## src/rtl/rx_buf_pkg.sv

```systemverilog
// Shared definitions for the RX sample buffer writer: FSM encoding, packing
// word indices, sample width and block-size derivation.
package rx_buf_pkg;

    localparam int SAMPLE_W = 24;
    localparam int WORD_W   = 16;

    localparam logic [1:0] ST_IDLE = 2'd0;
    localparam logic [1:0] ST_W0   = 2'd1;
    localparam logic [1:0] ST_W1   = 2'd2;
    localparam logic [1:0] ST_W2   = 2'd3;

    typedef enum logic [1:0] {
        PK_W0 = 2'd0,
        PK_W1 = 2'd1,
        PK_W2 = 2'd2
    } pack_idx_e;

    // One sample occupies three 16-bit words.
    function automatic int blk_words(input int nrx, input int nsamps);
        return 3 * nrx * nsamps;
    endfunction

    function automatic int chan_w(input int nrx);
        return (nrx > 1) ? $clog2(nrx) : 1;
    endfunction

endpackage

```

## src/rtl/rx_buf_writer_if.sv

```systemverilog
// Sample stream in, BRAM port-A write out. The slave view is the writer block.
interface rx_buf_writer_if
    import rx_buf_pkg::*;
#(
    parameter int NRX      = 4,
    parameter int ADDR_MSB = 11
);
    localparam int CHAN_W = chan_w(NRX);

    logic                       in_valid;
    logic                       in_ready;
    logic [CHAN_W-1:0]          in_chan;
    logic signed [SAMPLE_W-1:0] in_i;
    logic signed [SAMPLE_W-1:0] in_q;
    logic [ADDR_MSB:0]          addra;
    logic [WORD_W-1:0]          dina;
    logic                       wea;

    modport master (
        output in_valid, in_chan, in_i, in_q,
        input  in_ready, addra, dina, wea
    );

    modport slave (
        input  in_valid, in_chan, in_i, in_q,
        output in_ready, addra, dina, wea
    );

endinterface

```

## src/rtl/rx_blk_tracker.sv

```systemverilog
// Tracks completed ping-pong halves: completion pulse, half id, running
// count, unacknowledged depth and the sticky overrun flag.
module rx_blk_tracker (
    input  logic        clk,
    input  logic        rst,
    input  logic        cmpl,
    input  logic        cmpl_half,
    input  logic        cpu_ack,
    input  logic        clr_err,
    output logic        blk_done,
    output logic        blk_half,
    output logic [15:0] blk_count,
    output logic [1:0]  pending,
    output logic        overrun
);
    logic [1:0] pend_nxt;
    logic       ovr_set;

    // An ack coinciding with a completion consumes the new half's slot.
    always_comb begin
        pend_nxt = pending;
        ovr_set  = 1'b0;
        if (cmpl) begin
            if (pending == 2'd2)
                ovr_set = !cpu_ack;
            else if (!cpu_ack)
                pend_nxt = pending + 2'd1;
        end else if (cpu_ack && (pending != 2'd0)) begin
            pend_nxt = pending - 2'd1;
        end
    end

    always_ff @(posedge clk) begin
        if (rst) begin
            blk_done  <= 1'b0;
            blk_half  <= 1'b0;
            blk_count <= '0;
            pending   <= '0;
            overrun   <= 1'b0;
        end else begin
            blk_done <= cmpl;
            if (cmpl) begin
                blk_half  <= cmpl_half;
                blk_count <= blk_count + 16'd1;
            end
            pending <= pend_nxt;
            overrun <= ovr_set || (overrun && !clr_err);
        end
    end

endmodule

```

## src/rtl/rx_buf_writer.sv

```systemverilog
// Packs 24-bit I/Q samples into three 16-bit BRAM words, walks a ping-pong
// buffer address and checks the channel interleave sequence.
module rx_buf_writer
    import rx_buf_pkg::*;
#(
    parameter int ADDR_MSB = 11,
    parameter int NRX      = 4,
    parameter int NSAMPS   = 170
) (
    input  logic           adc_clk,
    input  logic           rst,
    rx_buf_writer_if.slave bus,
    input  logic           cpu_ack,
    input  logic           clr_err,
    output logic           blk_done,
    output logic           blk_half,
    output logic [15:0]    blk_count,
    output logic [1:0]     pending,
    output logic           overrun,
    output logic           seq_err
);
    localparam int ADDR_W    = ADDR_MSB + 1;
    localparam int BLK_WORDS = blk_words(NRX, NSAMPS);
    localparam int CHAN_W    = chan_w(NRX);

    localparam logic [ADDR_W-1:0] LAST_LO   = ADDR_W'(BLK_WORDS - 1);
    localparam logic [ADDR_W-1:0] LAST_HI   = ADDR_W'(2 * BLK_WORDS - 1);
    localparam logic [CHAN_W-1:0] LAST_CHAN = CHAN_W'(NRX - 1);

    if (2 * BLK_WORDS > (1 << ADDR_W)) begin : g_size_check
        $error("rx_buf_writer: two halves of %0d words do not fit the address space", BLK_WORDS);
    end

    function automatic logic [ADDR_W-1:0] ptr_inc(input logic [ADDR_W-1:0] p);
        return (p == LAST_HI) ? '0 : p + 1'b1;
    endfunction

    function automatic logic [CHAN_W-1:0] chan_inc(input logic [CHAN_W-1:0] c);
        return (c == LAST_CHAN) ? '0 : c + 1'b1;
    endfunction

    function automatic logic [WORD_W-1:0] pack_word(input pack_idx_e idx,
                                                    input logic signed [SAMPLE_W-1:0] si,
                                                    input logic signed [SAMPLE_W-1:0] sq);
        case (idx)
            PK_W0:   return si[15:0];
            PK_W1:   return sq[15:0];
            default: return {si[23:16], sq[23:16]};
        endcase
    endfunction

    logic [1:0]                 state;
    logic [ADDR_W-1:0]          wptr;
    logic [CHAN_W-1:0]          exp_chan;
    logic signed [SAMPLE_W-1:0] i_p0;
    logic signed [SAMPLE_W-1:0] q_p0;
    logic [ADDR_W-1:0]          addra_q;
    logic [WORD_W-1:0]          dina_q;
    logic                       wea_q;
    logic                       seq_err_q;

    logic              rdy;
    logic              accept;
    logic              chan_ok;
    logic              take;
    logic              wr_nxt;
    logic [WORD_W-1:0] word_nxt;
    logic              cmpl;
    logic              cmpl_half;

    assign rdy     = !rst && ((state == ST_IDLE) || (state == ST_W2));
    assign accept  = bus.in_valid && rdy;
    assign chan_ok = (bus.in_chan == exp_chan);
    // A mistagged channel-0 sample is still written; it restarts the sequence.
    assign take    = accept && (chan_ok || (bus.in_chan == '0));

    always_comb begin
        wr_nxt   = 1'b0;
        word_nxt = '0;
        if (take) begin
            wr_nxt   = 1'b1;
            word_nxt = pack_word(PK_W0, bus.in_i, bus.in_q);
        end else if (state == ST_W0) begin
            wr_nxt   = 1'b1;
            word_nxt = pack_word(PK_W1, i_p0, q_p0);
        end else if (state == ST_W1) begin
            wr_nxt   = 1'b1;
            word_nxt = pack_word(PK_W2, i_p0, q_p0);
        end
    end

    // Completion is seen while the half's last word is on the BRAM port.
    assign cmpl      = (state == ST_W2) && ((addra_q == LAST_LO) || (addra_q == LAST_HI));
    assign cmpl_half = (addra_q == LAST_HI);

    // p0: sample capture on accept
    always_ff @(posedge adc_clk) begin
        if (take) begin
            i_p0 <= bus.in_i;
            q_p0 <= bus.in_q;
        end
    end

    always_ff @(posedge adc_clk) begin
        if (rst) begin
            state     <= ST_IDLE;
            wptr      <= '0;
            exp_chan  <= '0;
            addra_q   <= '0;
            dina_q    <= '0;
            wea_q     <= 1'b0;
            seq_err_q <= 1'b0;
        end else begin
            case (state)
                ST_W0:   state <= ST_W1;
                ST_W1:   state <= ST_W2;
                default: state <= take ? ST_W0 : ST_IDLE;
            endcase

            wea_q <= wr_nxt;
            if (wr_nxt) begin
                addra_q <= wptr;
                dina_q  <= word_nxt;
                wptr    <= ptr_inc(wptr);
            end

            if (accept) begin
                if (chan_ok)
                    exp_chan <= chan_inc(exp_chan);
                else if (bus.in_chan == '0)
                    exp_chan <= chan_inc('0);
                else
                    exp_chan <= '0;
            end

            seq_err_q <= (accept && !chan_ok) || (seq_err_q && !clr_err);
        end
    end

    assign bus.in_ready = rdy;
    assign bus.addra    = addra_q;
    assign bus.dina     = dina_q;
    assign bus.wea      = wea_q;
    assign seq_err      = seq_err_q;

    rx_blk_tracker u_tracker (
        .clk       (adc_clk),
        .rst       (rst),
        .cmpl      (cmpl),
        .cmpl_half (cmpl_half),
        .cpu_ack   (cpu_ack),
        .clr_err   (clr_err),
        .blk_done  (blk_done),
        .blk_half  (blk_half),
        .blk_count (blk_count),
        .pending   (pending),
        .overrun   (overrun)
    );

endmodule

```

## src/flat_wrapper.sv

```systemverilog
// flat-port wrapper written by rule: the top's interface ports become plain ports
module rx_buf_writer_flat import rx_buf_pkg::*;
#(
    parameter int ADDR_MSB = 11,
    parameter int NRX      = 4,
    parameter int NSAMPS   = 170
)
  (adc_clk, rst, cpu_ack, clr_err, blk_done, blk_half, blk_count, pending, overrun, seq_err, bus_in_valid, bus_in_chan, bus_in_i, bus_in_q, bus_in_ready, bus_addra, bus_dina, bus_wea);
  rx_buf_writer_if #(.NRX(NRX), .ADDR_MSB(ADDR_MSB)) bus_i ();
  input  logic adc_clk;
  input  logic rst;
  input  logic cpu_ack;
  input  logic clr_err;
  output logic blk_done;
  output logic blk_half;
  output logic [15:0] blk_count;
  output logic [1:0] pending;
  output logic overrun;
  output logic seq_err;
  input wire logic [$bits(bus_i.in_valid)-1:0] bus_in_valid;
  input wire logic [$bits(bus_i.in_chan)-1:0] bus_in_chan;
  input wire logic [$bits(bus_i.in_i)-1:0] bus_in_i;
  input wire logic [$bits(bus_i.in_q)-1:0] bus_in_q;
  output wire logic [$bits(bus_i.in_ready)-1:0] bus_in_ready;
  output wire logic [$bits(bus_i.addra)-1:0] bus_addra;
  output wire logic [$bits(bus_i.dina)-1:0] bus_dina;
  output wire logic [$bits(bus_i.wea)-1:0] bus_wea;
  assign bus_i.in_valid = bus_in_valid;
  assign bus_i.in_chan = bus_in_chan;
  assign bus_i.in_i = bus_in_i;
  assign bus_i.in_q = bus_in_q;
  assign bus_in_ready = bus_i.in_ready;
  assign bus_addra = bus_i.addra;
  assign bus_dina = bus_i.dina;
  assign bus_wea = bus_i.wea;
  rx_buf_writer #(.ADDR_MSB(ADDR_MSB), .NRX(NRX), .NSAMPS(NSAMPS)) u_core (.adc_clk(adc_clk), .rst(rst), .bus(bus_i), .cpu_ack(cpu_ack), .clr_err(clr_err), .blk_done(blk_done), .blk_half(blk_half), .blk_count(blk_count), .pending(pending), .overrun(overrun), .seq_err(seq_err));
endmodule
```

## config.mk

```make
export PLATFORM = sky130hd
export DESIGN_NAME = rx_buf_writer_flat
export DESIGN_NICKNAME = d
export VERILOG_FILES = /design/src/rtl/rx_buf_pkg.sv /design/src/rtl/rx_buf_writer_if.sv /design/src/rtl/rx_blk_tracker.sv /design/src/rtl/rx_buf_writer.sv /design/src/flat_wrapper.sv
export SDC_FILE = /design/constraint.sdc
export NUM_CORES = 1
export LEC_CHECK = 0
export ABC_CLOCK_PERIOD_IN_PS = 4530
export CAP_MARGIN = 20
export CORE_MARGIN = 5
export CORE_UTILIZATION = 45
export DETAILED_ROUTE_END_ITERATION = 10
export DONT_BUFFER_PORTS = 1
export MAX_ROUTING_LAYER = met4
export PLACE_DENSITY_LB_ADDON = 0.05
export SKIP_LAST_GASP = 1
export SLEW_MARGIN = 25
export SYNTH_ARGS = -nofsm -noshare
export SYNTH_HDL_FRONTEND = slang
export SYNTH_SLANG_ARGS = --single-unit
```

## constraint.sdc

```tcl
create_clock -name adc_clk -period 4.53 [get_ports adc_clk]
set_clock_uncertainty 0.2 [all_clocks]
set_input_delay 0.906 -clock adc_clk [delete_from_list [all_inputs] [get_ports adc_clk]]
set_output_delay 0.906 -clock adc_clk [all_outputs]
set_load 0.1 [all_outputs]
```

==> run_results.csv, run 1 <==
group,metric,value,unit
logic_synthesis,yosysUniqueCellTypes,53,
sta,min_period_over_period,67.1,%
critical_path,reg2reg_to,"u_core.u_tracker.pending[0]$_SDFFE_PP0P_",
logic_synthesis,yosys_warnings,0,
min_path,worstHoldPathCells,2,
route,wire_per_inst,16.2,µm
logic_synthesis,synth.avg_cell_area,10.1,µm²
min_path,hp-class,"reg -> reg",
logic_synthesis,syn_inst,413,
place,port_buffers,0,
critical_path,cp-end-kind,"register",
power_and_ir_drop,power.switching,376,µW
logic_synthesis,ys.flop_type,"dfxtp_1",
global_route,grt_overflow_total,0,
power_and_ir_drop,power.total,1690,µW
place,placed_cell_area,0.00435,mm²
floorplan,rows,35,
logic_synthesis,muxShareOfSynthArea,0.482,%
sta,rsz0062_at_grt,"no",
place,place.gp.congestion,0.759,
sta,finalSetupViolations,0,
floorplan,die_height,106,µm
sta,drv_slew,0,
logic_synthesis,synth.area.top_cells,"dfxtp_1 32%, edfxtp_1 23%, nor2_1 5.2%",
critical_path,timing.reg2reg.setup_slack,1490,ps
floorplan,die_area,0.0113,mm²
sta,max_clock_freq,0.329,GHz
job,drv_cap,0,
logic_synthesis,yosysTopAreaCell,"dfxtp_1",
logic_synthesis,synth-compound-area-share,15.3,%
layout,drive_gt1_share,11.2,%
sta,fin_setup_tns,0,ps
logic_synthesis,yosys_register_bits,99,
power_and_ir_drop,p_leak,0.00148,µW
power_and_ir_drop,seq_power_share,56.9,%
power_and_ir_drop,p_comb_share,2.4,%
logic_synthesis,synth_top_family_by_area,"simple AND/OR/NAND/NOR gates",
place,dp_hpwl,5850,µm
cts,insertion_delay,370,ps
critical_path,critPathLaunchType,"register",
power_and_ir_drop,power_frac_clock,40.7,%
cts,ctsHoldBuffers,0,
critical_path,path_max_fanout,20,
power_and_ir_drop,power_density,367,mW/mm²
logic_synthesis,syn_area,0.00416,mm²
sta,slew_headroom,26.1,%
route,first_pass_iters,4,
sta,finalCriticalPeriod,3040,ps
cts,cts-root-buf,"clkbuf_8",
cts,cts.sinks,99,
cts,cts_tree,"yes",
critical_path,crit_type,"reg -> reg",
floorplan,io_pins,107,
route,drtIter0Drc,166,
route,wirelength,8740,µm
route,ant_nets,0,
global_route,grt_pass1_wl,14500,µm
critical_path,worstPathRequired,4610,ps
critical_path,timing.rr.start,"u_core.bus.addra[4]$_SDFFE_PP0P_",
logic_synthesis,synth_top_area_share,32.3,%
logic_synthesis,async_reset_ff_share,0,%
cts,numCtsBuffers,9,
logic_synthesis,synthAdderAreaFrac,1.81,%
sta,hold_viol_final,0,
logic_synthesis,synth-xor-area-share,2.95,%
power_and_ir_drop,p_sw_share,22.3,%
logic_synthesis,synth_edf_count,32,
power_and_ir_drop,vdd_drop_max,0.000204,V
min_path,hold_end,"u_core.bus.addra[11]$_SDFFE_PP0P_",
critical_path,ff2ff_path_depth,6,
sta,tightest_slew,1110,ps
route,route.detailed.drc,0,
global_route,grt_max_degree,64,
place,place_inst,522,
route,via_per_inst,5.57,
cts,cts_setup_buffers,0,
floorplan,coreArea,0.00911,mm²
logic_synthesis,yosysSeqAreaShare,55.4,%
global_route,track_usage,16.4,%
layout,num_antenna_cells,0,
critical_path,cp.arrival,3120,ps
layout,final_common_cell,"dfxtp_1",
status,status,"finished clean",
layout,layout_common_cells,"64 x dfxtp_1, 58 x nor2_1, 42 x nand2_1",
cts,htreeDepth,3,
logic_synthesis,yosys.area_share.simple,20.8,%
power_and_ir_drop,internal_power,1310,µW
route,num_vias,2995,
layout,design_area,0.00460,mm²
cts,clk_pin_slew,100,ps
global_route,grt_pass1_vias,3003,
logic_synthesis,synth_fp_nets,474,
floorplan,die_w,106,µm
layout,area_delta_synth_final,10.8,%
layout,final_cells,538,
cts,cts_resized,0,
cts,cts_buffer_depth,2,
layout,nNetsFinal,483,
floorplan,initial_core_util,45.6,%
global_route,antenna_found_initial,0,
min_path,worstHoldStart,"u_core.wptr[11]$_SDFFE_PP0P_",
==> per-layer routing <==
layer | global-route usage, % | up-vias | wire length, µm
met2 | 25.1 | 88 | 3980
met5 | - | - | 0
met1 | 20.5 | 1385 | 4020
met3 | 5.22 | 10 | 601
met4 | 5.92 | 0 | 134
li1 | - | 1512 | -
==> worst max-delay path, cell delays in order (launching register included) <==
cell and delay [ps]:
dfxtp_1 1020, or3b_1 460, a2111oi_4 340, buf_4 290
and2b_1 220, or2_0 210, a211oi_1 210
==> sequential cells by signal, indices dropped and copies added, names as in the netlist, 2 cells and up <==
name,count
u_core.exp_chan,2
u_core.bus.dina,16
u_core.i_p0,8
u_core.u_tracker.blk_count,16
u_core.state,2
u_core.bus.addra,12
u_core.u_tracker.pending,2
u_core.q_p0,24
u_core.wptr,12
==> kinds of logic (layout without fill, tap and decap cells) <==
logic type	count (synthesis)	count (layout)
AO/OA/AOI/OAI	91	91
XOR/XNOR	14	14
adder cells (fa/ha/maj)	6	6
buffers and inverters	30	44
flip-flops	99	99
multiplexers	2	2
AND/OR/NAND/NOR	171	171
==> cell type report <==
class | count | area [µm²]
clock buffer | 9 | 124
clock inverter | 7 | 123
fill | 841 | 4510
inverter | 8 | 30.0
multi-input combinational | 284 | 1730
sequential | 99 | 2310
tap | 111 | 139
timing repair buffer | 20 | 150
==> Yosys cell counts, types with 2 or more instances <==
library cell	number
nor2_1	58
clkbuf_1	12
mux2i_1	2
edfxtp_1	32
or4_1	3
a21boi_1	2
a21oi_1	30
nor4b_2	2
xor2_1	9
a22oi_1	15
nand3b_1	4
xnor2_1	5
nor3_1	4
inv_1	8
dfxtp_1	67
or3_1	5
nor4_1	3
buf_6	2
and3_1	4
o31ai_1	4
nand2_1	42
buf_2	7
o21ai_0	9
nand2b_1	4
a211oi_1	3
ha_1	6
a21o_1	2
nand4_1	14
nor2b_1	6
a221oi_1	16
nand3_1	8
and2_1	2
nor3b_1	2
o31a_1	2
==> worst max-delay path by stage <==
stage	cells after the start	endpoint	start
after floorplan	5	u_core.i_p0[16]$_DFFE_PP_	rst
after global placement	7	u_core.wptr[10]$_SDFFE_PP0P_	rst
after detailed placement	7	u_core.wptr[9]$_SDFFE_PP0P_	rst
after CTS	6	u_core.u_tracker.pending[0]$_SDFFE_PP0P_	u_core.bus.addra[4]$_SDFFE_PP0P_
after global routing	6	u_core.u_tracker.pending[0]$_SDFFE_PP0P_	u_core.bus.addra[4]$_SDFFE_PP0P_
final	6	u_core.u_tracker.pending[0]$_SDFFE_PP0P_	u_core.bus.addra[4]$_SDFFE_PP0P_
==> power by group through the flow <==
stage	clock network [µW]	registers, µW	logic [µW]
floorplan	0	980	39.3
global placement	0	982	40.4
detailed placement	0	982	40.7
CTS	707	961	40.9
global route	745	963	45.4
finish	688	961	40.3
==> per-stage QoR <==
step                      setup slack (ps)  util (%)  hold WS (ps)
after floorplan                        680         -           236
after global placement                1520      47.7           245
after detailed placement              1460      47.8           239
after CTS                             1480      50.5           256
after global routing                  1320      50.5           285
final                                 1490      50.5           260
No activity file was read; power rests on OpenSTA's default activity.
==> inputs of run 2 (changes only) <==
--- a/config.mk
+++ b/config.mk
@@ -5,7 +5,7 @@
 export SDC_FILE = /design/constraint.sdc
 export NUM_CORES = 1
 export LEC_CHECK = 0
-export ABC_CLOCK_PERIOD_IN_PS = 4530
+export ABC_CLOCK_PERIOD_IN_PS = 2950
 export CAP_MARGIN = 20
 export CORE_MARGIN = 5
 export CORE_UTILIZATION = 45
==> constraint.sdc (replaced) <==
create_clock -name adc_clk -period 2.95 [get_ports adc_clk]
set_clock_uncertainty 0.2 [all_clocks]
set_input_delay 0.59 -clock adc_clk [delete_from_list [all_inputs] [get_ports adc_clk]]
set_output_delay 0.59 -clock adc_clk [all_outputs]
set_load 0.1 [all_outputs]
==> run 2 against run 1 <==
  * Total power increased by 45%
  * Register-to-register slack worse by 1000 ps
  * Worst hold slack worse by 170 ps
  * Clock power is 30% higher
  * Sequential power increased by 49%
  * Core utilization grew 3.0 points
  * Via count rose by 3.9%
  * Worst setup slack lost 1000 ps
  * Non-clock buffer count rose by 40
  * Critical path depth increased by 1
  * Largest power group unchanged
==> run_results.csv, run 2 (synthesis gave the netlist of run 1 again) <==
group,metric,value,unit
global_route,globalRouteMet1Util,21.6,%
power_and_ir_drop,internal_power,1860,µW
place,place.gp.congestion,0.754,
cts,cts_tree,"yes",
route,via_per_inst,5.38,
route,first_pass_iters,4,
sta,max_clock_freq,0.406,GHz
place,placed_cell_area,0.00466,mm²
status,status,"finished clean",
power_and_ir_drop,p_comb_share,5.0,%
layout,multiInputGateArea,0.00173,mm²
sta,fin_setup_tns,0,ps
layout,regArea,0.00230,mm²
critical_path,cp-end-kind,"register",
cts,htreeDepth,3,
layout,layout_common_cells,"67 x dfxtp_1, 59 x buf_4, 58 x nor2_1",
sta,worst_slack,486,ps
global_route,track_usage,17.3,%
route,wire_per_inst,15.9,µm
sta,rsz0062_at_grt,"no",
cts,clk_pin_slew,100,ps
cts,cts_buffer_depth,2,
global_route,grt_pass1_wl,15000,µm
critical_path,path_max_fanout,14,
power_and_ir_drop,power_frac_clock,36.6,%
route,route.detailed.drc,0,
power_and_ir_drop,p_sw_share,24.0,%
cts,numCtsBuffers,9,
floorplan,rows,35,
critical_path,worstPathRequired,3050,ps
global_route,grt_pass1_vias,3033,
route,num_vias,3112,
critical_path,cp.arrival,2560,ps
power_and_ir_drop,power_density,502,mW/mm²
layout,area_delta_synth_final,17.3,%
floorplan,io_pins,107,
global_route,grt_overflow_total,0,
critical_path,critPathLaunchType,"register",
place,dp_hpwl,6350,µm
floorplan,die_height,106,µm
power_and_ir_drop,seq_power_share,58.4,%
sta,finalSetupViolations,0,
route,ant_nets,0,
floorplan,coreArea,0.00911,mm²
floorplan,initial_core_util,45.6,%
place,port_buffers,0,
global_route,met3_usage,5.04,%
cts,insertion_delay,360,ps
sta,min_period_over_period,83.5,%
global_route,antenna_found_initial,0,
cts,cts-root-buf,"clkbuf_8",
layout,design_area,0.00487,mm²
floorplan,die_w,106,µm
cts,ctsHoldBuffers,0,
power_and_ir_drop,p_leak,0.00168,µW
global_route,use_met2,27.1,%
cts,cts_resized,0,
layout,largest-register,"u_core.q_p0",
sta,finalCriticalPeriod,2460,ps
min_path,hp-class,"in -> reg",
layout,largest_register_ffs,24,
layout,final_common_cell,"dfxtp_1",
global_route,gr-max-usage-layer,"met2",
global_route,grt_max_degree,64,
layout,num_antenna_cells,0,
route,wirelength,9180,µm
cts,cts_setup_buffers,0,
cts,cts.sinks,99,
place,post-place-ws,526,ps
sta,tightest_slew,971,ps
power_and_ir_drop,power.switching,588,µW
critical_path,crit_type,"reg -> reg",
power_and_ir_drop,vdd_drop_max,0.000357,V
floorplan,die_area,0.0113,mm²
sta,drv_slew,0,
layout,drive_gt1_share,18.2,%
sta,hold_viol_final,0,
sta,slew_headroom,35.2,%
job,drv_cap,0,
layout,nNetsFinal,523,
route,drtIter0Drc,115,
layout,n_fill_cell,855,
[run 2: cell types whose count changed in the layout (fill, tap and decap cells not counted), moves of 2 or more]
cell and change:
clkinv_4 +2, buf_4 +39, dfxtp_2 -3, dfxtp_1 +3, bufinv_16 -2
[run 2: area by class of cell]
cell class / instances / share of cell area [%]
Sequential cell: 99 / 47.2
Multi-Input combinational cell: 284 / 35.5
Timing Repair Buffer: 60 / 9.50
Tap cell: 111 / 2.85
Clock buffer: 9 / 2.54
Clock inverter: 7 / 1.77
Inverter: 8 / 0.616
[run 2: worst paths after layout]
kind / start / endpoint / slack (ps) / cells past startpoint
setup / recovery: u_core.state[0]$_SDFF_PP0_ / u_core.wptr[9]$_SDFFE_PP0P_ / 490 / 7
setup reg to reg: u_core.state[0]$_SDFF_PP0_ / u_core.wptr[9]$_SDFFE_PP0P_ / 490 / 7
hold reg to reg: u_core.wptr[11]$_SDFFE_PP0P_ / u_core.bus.addra[11]$_SDFFE_PP0P_ / 270 / 2
hold / removal: rst / u_core.bus.dina[0]$_SDFFE_PP0P_ / 90 / 1
[run 2: per-layer routing]
layer / wire length [µm] / share of wire (%)
met2: 4310 / 47
met3: 593 / 6.5
met5: 0 / 0
met4: 114 / 1.2
met1: 4160 / 45
[run 2: critical path, cell delays in order, from the launching register on]
cell	delay (ps)
dfxtp_1	370
inv_1	50
ha_1	290
nor2b_4	140
nand2_1	160
o31a_1	480
or4_1	540
a21oi_1	150
[run 2: through the flow]
| step | cells | total power [µW] | hold WS, ps | util (%) |
|---|---|---|---|---|
| floorplan | 413 | 1570 | 236 | - |
| global placement | 562 | 1580 | 249 | 51.2 |
| finish | 578 | 2450 | 86.4 | 53.5 |
| CTS | 578 | 2480 | 68.7 | 53.5 |
| global route | 578 | 2550 | 49.3 | 53.5 |
| detailed placement | 562 | 1580 | 250 | 51.2 |
[run 2: power by group through the flow]
stage | logic (µW) | clock network [µW] | registers [µW]
2_1_floorplan | 61.5 | 0 | 1510
3_3_place_gp | 122 | 0 | 1460
3_5_place_dp | 123 | 0 | 1460
4_1_cts | 123 | 931 | 1430
5_1_grt | 131 | 992 | 1430
6_report | 122 | 897 | 1430
==> inputs of run 3 (changes only) <==
--- a/config.mk
+++ b/config.mk
@@ -5,7 +5,7 @@
 export SDC_FILE = /design/constraint.sdc
 export NUM_CORES = 1
 export LEC_CHECK = 0
-export ABC_CLOCK_PERIOD_IN_PS = 2950
+export ABC_CLOCK_PERIOD_IN_PS = 2520
 export CAP_MARGIN = 20
 export CORE_MARGIN = 5
 export CORE_UTILIZATION = 45
==> constraint.sdc (replaced) <==
create_clock -name adc_clk -period 2.52 [get_ports adc_clk]
set_clock_uncertainty 0.2 [all_clocks]
set_input_delay 0.504 -clock adc_clk [delete_from_list [all_inputs] [get_ports adc_clk]]
set_output_delay 0.504 -clock adc_clk [all_outputs]
set_load 0.1 [all_outputs]
==> run 3 against run 2 <==
  * First-iteration DRC count up 14%
  * Die area is the same
  * Global-route usage up 0.12 points
  * Final cell count is 3.5% higher
  * Flip-flop and latch count did not move
  * Via count is 4.9% higher
  * Largest cell class unchanged
==> run_results.csv, run 3 (synthesis gave the netlist of run 1 again) <==
group,metric,value,unit
layout,n_fill_cell,803,
floorplan,rows,35,
critical_path,crit_type,"reg -> reg",
layout,fin_util,57.0,%
power_and_ir_drop,power_frac_clock,33.9,%
layout,regArea,0.00232,mm²
layout,final_common_cell,"buf_4",
sta,slew_headroom,57.5,%
critical_path,cp.arrival,2410,ps
global_route,grt_pass1_vias,3168,
job,drv_cap,0,
power_and_ir_drop,power_density,543,mW/mm²
layout,area_delta_synth_final,25.0,%
place,dp_hpwl,6330,µm
global_route,grt_overflow_total,0,
floorplan,initial_core_util,45.6,%
min_path,worstHoldStart,"bus_in_q[16]",
sta,tightest_slew,634,ps
global_route,grt_pass1_wl,15200,µm
route,via_per_inst,5.46,
power_and_ir_drop,p_leak,0.00181,µW
sta,finalSetupViolations,0,
route,wire_per_inst,15.6,µm
route,drtIter0Drc,131,
layout,largest_register_ffs,24,
route,first_pass_iters,4,
layout,drive_gt1_share,24.0,%
sta,hold_viol_final,0,
power_and_ir_drop,p_sw_share,25.4,%
critical_path,path_max_fanout,16,
sta,max_clock_freq,0.430,GHz
place,port_buffers,0,
global_route,track_usage,17.4,%
route,num_vias,3265,
sta,rsz0062_at_grt,"no",
critical_path,timing.rr.start,"u_core.bus.addra[11]$_SDFFE_PP0P_",
cts,cts_resized,0,
cts,cts-root-buf,"clkbuf_8",
power_and_ir_drop,p_comb_share,6.9,%
sta,hold-worst-slack,35.9,ps
status,status,"finished clean",
layout,largest-register,"u_core.q_p0",
power_and_ir_drop,internal_power,2110,µW
power_and_ir_drop,power.total,2820,µW
sta,drv_slew,0,
floorplan,die_height,106,µm
layout,layout_common_cells,"60 x buf_4, 58 x nor2_1, 54 x dfxtp_1",
critical_path,cp-end-kind,"register",
min_path,hp-class,"in -> reg",
critical_path,critPathLaunchType,"register",
cts,cts.sinks,99,
route,ant_nets,0,
cts,cts_buffer_depth,2,
power_and_ir_drop,vdd_drop_max,0.000313,V
sta,min_period_over_period,92.3,%
cts,insertion_delay,360,ps
critical_path,critical_path.startpoint,"u_core.bus.addra[11]$_SDFFE_PP0P_",
layout,num_antenna_cells,0,
floorplan,io_pins,107,
layout,nNetsFinal,543,
floorplan,coreArea,0.00911,mm²
floorplan,die_w,106,µm
global_route,grt_max_degree,51,
power_and_ir_drop,power.switching,716,µW
critical_path,worstPathRequired,2600,ps
global_route,antenna_found_initial,0,
sta,finalCriticalPeriod,2330,ps
floorplan,die_area,0.0113,mm²
layout,multiInputGateArea,0.00184,mm²
place,place.gp.congestion,0.798,
power_and_ir_drop,seq_power_share,59.2,%
cts,cts_tree,"yes",
cts,htreeDepth,3,
route,wirelength,9320,µm
cts,numCtsBuffers,9,
cts,clk_pin_slew,100,ps
route,route.detailed.drc,0,
## run 3: cell types whose count changed in the layout (fill, tap and decap cells not counted), moves of 2 or more
cell,previous run,this run
dlygate4sd3_1,0,17
a221oi_1,16,3
a221oi_2,0,13
dfxtp_1,67,54
dfxtp_2,0,13
buf_12,1,3
inv_8,0,2
## run 3: layout make-up
cell class,instances,share of cell area [%]
tap,111,2.67
multi-input combinational,284,35.5
inverter,8,0.578
sequential,99,44.6
clock buffer,9,2.38
timing repair buffer,80,13.1
clock inverter,7,1.16
## run 3: what timing repair did
item,4_1_cts,5_1_grt
hold buffers,2,16
endpoints found under the hold margin,50,16
setup endpoints to repair,0,0
buffers inserted,0,0
## run 3: power by group through the flow
stage	combinational, µW	clock, µW	sequential [µW]
global placement	155	0	1710
detailed placement	156	0	1710
floorplan	87.0	0	1760
CTS	177	990	1670
global route	207	1070	1670
finish	195	956	1670
## run 3: per-layer routing
layer  GRT usage (%)  vias to the layer above  routed length, µm
met4            5.46                        0                113
met1            20.9                     1510               4070
met2            27.9                       96               4480
met5               -                        -                  0
li1                -                     1649                  -
met3            5.65                       10                661
## run 3: worst paths after layout
| path | slack (ps) | depth (start not counted) | endpoint |
|---|---|---|---|
| worst max-delay path | 190 | 7 | u_core.u_tracker.blk_count[15]$_SDFFE_PP0P_ |
| worst min-delay path | 40 | 0 | u_core.q_p0[16]$_DFFE_PP_ |
| worst max register to register | 190 | 7 | u_core.u_tracker.blk_count[15]$_SDFFE_PP0P_ |
| worst min register to register | 250 | 2 | u_core.bus.addra[11]$_SDFFE_PP0P_ |
## run 3: worst max-delay path: stages (launching register included)
cell and delay, ps:
dfxtp_2 340, buf_4 300, nand3b_1 180, a2111oi_4 470
buf_12 210, nand3_4 80, or3_1 310, a21oi_1 170
## run 3: per-stage QoR
| step | setup TNS [ps] | instance area, µm² | std cells | setup WS (ps) |
|---|---|---|---|---|
| finish | 0 | 5190 | 598 | 193 |
| global route | 0 | 5190 | 598 | 39.2 |
| CTS | 0 | 5030 | 582 | 147 |
| detailed placement | 0 | 4820 | 564 | 219 |
| global placement | 0 | 4820 | 564 | 253 |
| floorplan | -1490 | 4330 | 413 | -33.3 |
==> variant 1: new RTL, settings of run 3 <==
`NSAMPS` is set to 170 in 2 places; all go to 127.
--- a/src/rtl/rx_buf_writer.sv
+++ b/src/rtl/rx_buf_writer.sv
@@ -5,7 +5,7 @@
 #(
     parameter int ADDR_MSB = 11,
     parameter int NRX      = 4,
-    parameter int NSAMPS   = 170
+    parameter int NSAMPS   = 127
 ) (
     input  logic           adc_clk,
     input  logic           rst,
--- a/src/flat_wrapper.sv
+++ b/src/flat_wrapper.sv
@@ -3,7 +3,7 @@
 #(
     parameter int ADDR_MSB = 11,
     parameter int NRX      = 4,
-    parameter int NSAMPS   = 170
+    parameter int NSAMPS   = 127
 )
   (adc_clk, rst, cpu_ack, clr_err, blk_done, blk_half, blk_count, pending, overrun, seq_err, bus_in_valid, bus_in_chan, bus_in_i, bus_in_q, bus_in_ready, bus_addra, bus_dina, bus_wea);
   rx_buf_writer_if #(.NRX(NRX), .ADDR_MSB(ADDR_MSB)) bus_i ();
Formal check against the unedited RTL: same outputs for any inputs over 10 cycles, from zero or initial values and one cycle with rst high; that may be too few to reach the edited logic, so the function may still have changed.
==> variant 1 against run 3 <==
Non-clock buffer count decreased by 15. Power increased by 5.5%. Count of clock-buffer cells in the layout increased by 1. Worst setup slack got worse by 0.038 ns. Wire length increased by 2.7%. Area after synthesis decreased by 3.0%. Cell count decreased by 5.9%. Final area decreased by 6.5%. Die area decreased by 2.7%. Sequential cell count unchanged. Global-route usage increased by 0.54 points. Critical endpoint is now u_core.wptr[4].
==> variant 1: results (changes against run 3) <==
| Metric | Value |
|---|---|
| M1 wire length | `4250 µm (+4.6%)` |
| Routability cong. | `0.800 (+0.26%)` |
| Placement Cell Area | `4570 µm² (-5.2%)` |
| Net Switching | `0.702 mW (-2.0%)` |
| Syn nets | `452 (-4.6%)` |
| Met3 wire len | `694 µm (+5.0%)` |
| Count of cell types in the netlist | `43 (-19%)` |
| Setup ws final | `0.155 ns (-0.0382 ns)` |
| Maximum vdd drop | `0.374 mV (+19%)` |
| Outcome | `finished, final reports clean` |
| WHS | `0.0196 ns (-0.0163 ns)` |
| Fillers | `770 (-4.1%)` |
| Hold Path Sink | `u_core.wptr[2]` |
| Met1 Track Usage GR | `22.4% (+1.5 points)` |
| Detail Placement HPWL | `6450 µm (+1.9%)` |
| GRT Total Usage | `17.9% (+0.54 points)` |
| Worst R2R End | `u_core.wptr[4]` |
| Met3 Use GR | `5.55% (-0.098 points)` |
| Top cell type's share of synthesized area | `33.3% (+0.99 points)` |
| Grt met2 use | `28.3% (+0.37 points)` |
| Reg2reg start | `u_core.exp_chan[1]` |
| Storage element area | `2310 µm² (-0.38%)` |
| Main area contributors after synthesis | `dfxtp_1, edfxtp_1, a22oi_1` |
| Slew headroom | `41.8% (-16 points)` |
| Drt via density | `5.63 (+3.2%)` |
| Post-Place Worst Slack | `0.0934 ns (-0.126 ns)` |
| Critical Path Fanout Max | `18 (+2)` |
| Seq/Total Area, Yosys | `57.1% (+1.7 points)` |
| Wirelength, routed | `9580 µm (+2.7%)` |
| Starting DRT DRC Count | `154 (+18%)` |
| Hold Path Depth | `1 (+1)` |
| Layout Nets | `511 (-5.9%)` |
| Cell Count, Final, Fillers Out | `563 (-5.9%)` |
| Cells after DPL | `540 (-4.3%)` |
| Critical Path AT | `2.45 ns (+0.04 ns)` |
| Mapped Cells | `391 (-5.3%)` |
| Reg2Reg Depth | `6 (-1)` |
| Slowest CP cell | `a2111o_1` |
| Share of post-route cells with drive strength above 1 | `19.8% (-4.2 points)` |
| WL met2 | `4540 µm (+1.4%)` |
| Synth cell count leaders | `dfxtp_1, a21oi_1, nand2_1` |
==> variant 1: cell count changes after synthesis, moves of 6 or more <==
cell,run 3,this run
a21oi_1,30,40
a221oi_1,16,0
a22oi_1,15,31
buf_2,7,0
nand4_1,14,8
nor2_1,58,14
o21ai_0,9,32
or3_1,5,13
==> variant 1: layout make-up <==
type / instances / share of cell area (%)
clock buffers: 10 / 2.63
inverters: 12 / 0.928
flip-flops and latches: 99 / 47.6
repair buffers: 65 / 10.7
clock inverters: 6 / 1.83
multi-input cells: 263 / 33.6
well taps: 108 / 2.78
==> variant 1: cells by family (layout without fill, tap and decap cells) <==
family / after synthesis / count (layout) / synth area share (%)
DFF: 99 / 99 / 57.1
and+or+nand+nor: 126 / 126 / 17.3
xor gates and xnor gates: 8 / 8 / 1.74
adders and majority gates: 6 / 6 / 1.86
muxes: 3 / 3 / 1.18
buffers and inverters: 29 / 93 / 2.70
AOI/OAI and AO/OA: 120 / 120 / 18.1
==> variant 1: worst max path at each step <==
stage                             startpoint             endpoint  cells after the start
final                     u_core.exp_chan[1]       u_core.wptr[4]                      6
after global routing      u_core.exp_chan[0]  u_core.bus.addra[0]                      7
after CTS                    u_core.state[0]         bus_in_ready                      4
after detailed placement      bus_in_chan[0]      u_core.wptr[11]                      5
after global placement        bus_in_chan[0]       u_core.wptr[4]                      6
after floorplan              u_core.state[0]  u_core.bus.dina[10]                      7
==> variant 1: what timing repair did <==
action,4_1_cts,5_1_grt
setup buffers,0,0
hold endpoints to repair,20,6
hold buffers,3,4
==> variant 1: power by group through the flow <==
stage	Clock [mW]	Sequential, mW	Combinational [mW]
4_1_cts	1.13	1.68	0.191
2_1_floorplan	0	1.80	0.0600
3_3_place_gp	0	1.71	0.176
3_5_place_dp	0	1.71	0.177
6_report	1.10	1.68	0.198
5_1_grt	1.21	1.68	0.210
==> variant 2: new RTL, settings of run 3 <==
Made on the original files. Reset style: asynchronous (`rst`), changed in 2 clocked blocks.
--- a/src/rtl/rx_blk_tracker.sv
+++ b/src/rtl/rx_blk_tracker.sv
@@ -30,7 +30,7 @@
         end
     end
 
-    always_ff @(posedge clk) begin
+    always_ff @(posedge clk or posedge rst) begin
         if (rst) begin
             blk_done  <= 1'b0;
             blk_half  <= 1'b0;
--- a/src/rtl/rx_buf_writer.sv
+++ b/src/rtl/rx_buf_writer.sv
@@ -101,7 +101,7 @@
         end
     end
 
-    always_ff @(posedge adc_clk) begin
+    always_ff @(posedge adc_clk or posedge rst) begin
         if (rst) begin
             state     <= ST_IDLE;
             wptr      <= '0;
Check against the original RTL: differs if rst is asserted again (counterexample within 4 cycles, from zero or initial values and one cycle with rst high); with rst held inactive, the same outputs for 10 cycles.
==> variant 2 against run 3 <==
Wire length decreased by 7.9%. Final area down 5.8%. Worst setup slack lost 0.021 ns. Critical path depth unchanged. Maximum frequency decreased by 0.89%. Highest routed layer unchanged. Global-route usage is 1.5 points lower. Area after synthesis is 0.27% higher. Critical path type unchanged. Critical endpoint is now u_core.bus.addra[10]. Sequential cell count unchanged. Count of clock-buffer cells in the layout unchanged.
Power is not compared: it rests on default switching activity, and its combinational part moved more than twofold at a synthesized area within 25%.
==> variant 2: results (changes against run 3) <==
| Metric | Value |
|---|---|
| Post-CTS Setup Bufs | `0 (unchanged)` |
| R2R setup slack | `0.17 ns (-0.02 ns)` |
| Critical Path AT | `2.39 ns (-0.02 ns)` |
| Slew headroom | `33.5% (-24 points)` |
| Clk pin slew, worst setup/hold paths | `0.10 ns (about the same)` |
| Synth cell count leaders | `dfrtp_1, edfxtp_1, a22oi_1` |
| Leak pwr | `2.05 nW` |
| Max FFs per register | `24 (unchanged)` |
| # rows | `35 (unchanged)` |
| Syn nets | `389 (-18%)` |
| First-pass DRT Iterations | `4 (unchanged)` |
| Antenna cells | `0 (unchanged)` |
| Outcome | `finished, final reports clean` |
| Hold WC Path Type | `in2reg` |
| IO buf count | `0 (unchanged)` |
| Cells after DPL | `474 (-16%)` |
| Largest net degree at the start of global routing | `50 (-2.0%)` |
| Maximum vdd drop | `between 0.4 and 0.5 mV` |
| Hold Path Depth | `1 (+1)` |
| Seq/Total Area, Yosys | `63.3% (+7.9 points)` |
| Share of post-route cells with drive strength above 1 | `24.5% (+0.45 points)` |
| Ys Warns | `0 (unchanged)` |
| Wirelength, routed | `8580 µm (-7.9%)` |
| Cell Count, Final, Fillers Out | `491 (-18%)` |
| CTS Root Buffer Type | `clkbuf_8` |
| Htree depth | `3 (unchanged)` |
| Critical Path Fanout Max | `20 (+4)` |
| Mapped Cells | `328 (-21%)` |
| Detail Placement HPWL | `6170 µm (-2.6%)` |
| First-pass GRT wire length | `13,800 µm (-9.1%)` |
| Post-synth EDFFs | `32 (unchanged)` |
| Fraction of registers with async set/reset | `67.7% (+68 points)` |
| Main area contributors after synthesis | `dfrtp_1, edfxtp_1, a22oi_1` |
| Num CTS Buffers | `9 (unchanged)` |
| Layout Nets | `436 (-20%)` |
| GRT Total Usage | `15.9% (-1.5 points)` |
| Slowest stage delay, CP | `0.38 ns (-0.09 ns)` |
| Post_cts resized | `0 (unchanged)` |
| Initial antenna violation count | `0 (unchanged)` |
| Placement Cell Area | `4680 µm² (-2.8%)` |
| Slowest CP cell | `dfrtp_1` |
| Via count | `2,761 (-15%)` |
| Biggest register | `u_core.q_p0` |
| Clock Tree Buf Depth | `2 (unchanged)` |
| Count of cell types in the netlist | `40 (-25%)` |
| Starting DRT DRC Count | `197 (+50%)` |
| Routability cong. | `0.832 (+4.4%)` |
| Reg2Reg Depth | `7 (unchanged)` |
| Clock latency on the worst-skew pair | `0.35 ns` |
-- variant 2: cell count changes after synthesis, moves of 9 or more --
| cell | before | now |
|---|---|---|
| o21ai_0 | 9 | 29 |
| a221oi_1 | 16 | 0 |
| nor2_1 | 58 | 9 |
| a22oi_1 | 15 | 31 |
| xnor2_1 | 5 | 14 |
| nand2_1 | 42 | 13 |
| a21oi_1 | 30 | 6 |
| mux2_2 | 0 | 13 |
| dfxtp_1 | 67 | 0 |
| dfrtp_1 | 0 | 67 |
-- variant 2: kinds of logic after synthesis --
logic type | Yosys count | share of synthesized area [%]
adder cells (fa/ha/maj) | 6 | 1.80
XOR/XNOR | 16 | 3.36
AO/OA/AOI/OAI | 87 | 14.3
AND/OR/NAND/NOR | 85 | 11.6
buffers and inverters | 22 | 2.10
flip-flops | 99 | 63.3
multiplexers | 13 | 3.51
-- variant 2: timing repair --
| item | CTS | global route |
|---|---|---|
| hold buffers | 1 | 0 |
| setup endpoints to repair | 0 | 0 |
| endpoints found under the hold margin | 18 | 0 |
-- variant 2: cell type report --
class                      count  area (µm²)
timing repair buffer          49         420
sequential                    99        2650
clock inverter                 7        77.6
clock buffer                   9         124
tap                          111         139
fill                         789        4260
multi-input combinational    207        1450
inverter                       9        33.8
-- variant 2: worst paths after layout --
path	from	to
max	u_core.state[0]	u_core.bus.addra[10]
min	bus_in_chan[0]	u_core.exp_chan[0]
max reg2reg	u_core.state[0]	u_core.bus.addra[10]
min reg2reg	u_core.u_tracker.blk_count[15]	u_core.u_tracker.blk_count[15]
max in group asynchronous	rst	u_core.bus.addra[3]
min in group asynchronous	rst	u_core.bus.addra[8]
-- variant 2: per-stage QoR --
step / worst slack, ns / utilization [%] / hold WS, ns
after floorplan: -0.0151 / - / 0.269
after global placement: 0.238 / 51.2 / 0.216
after detailed placement: 0.173 / 51.2 / 0.215
after CTS: 0.152 / 53.5 / 0.00331
after global routing: 0.0171 / 53.5 / 0.00423
final: 0.172 / 53.5 / 0.0360
-- variant 2: worst max-delay path, delay by kind of cell, from the launching register on --
kind / cells / cell delay (ns)
muxes: 1 / 0.34
AOI/OAI and AO/OA: 1 / 0.36
adders and majority gates: 1 / 0.31
and+or+nand+nor: 2 / 0.38
DFF: 1 / 0.38
buffers and inverters: 2 / 0.27
-- variant 2: layer usage --
metal | global-route usage (%) | up-vias | wire (µm)
met5 | - | - | 0
met4 | 5.27 | 0 | 85
met3 | 4.74 | 8 | 737
met2 | 23.8 | 103 | 3960
met1 | 20.9 | 1318 | 3800
li1 | - | 1332 | -
-- variant 2: power breakdown --
part           switching (mW)  leakage [nW]  internal [mW]
Combinational            1.32         0.782          0.675
Sequential              0.915          1.17           1.95
Clock                   0.556        0.0998          0.466
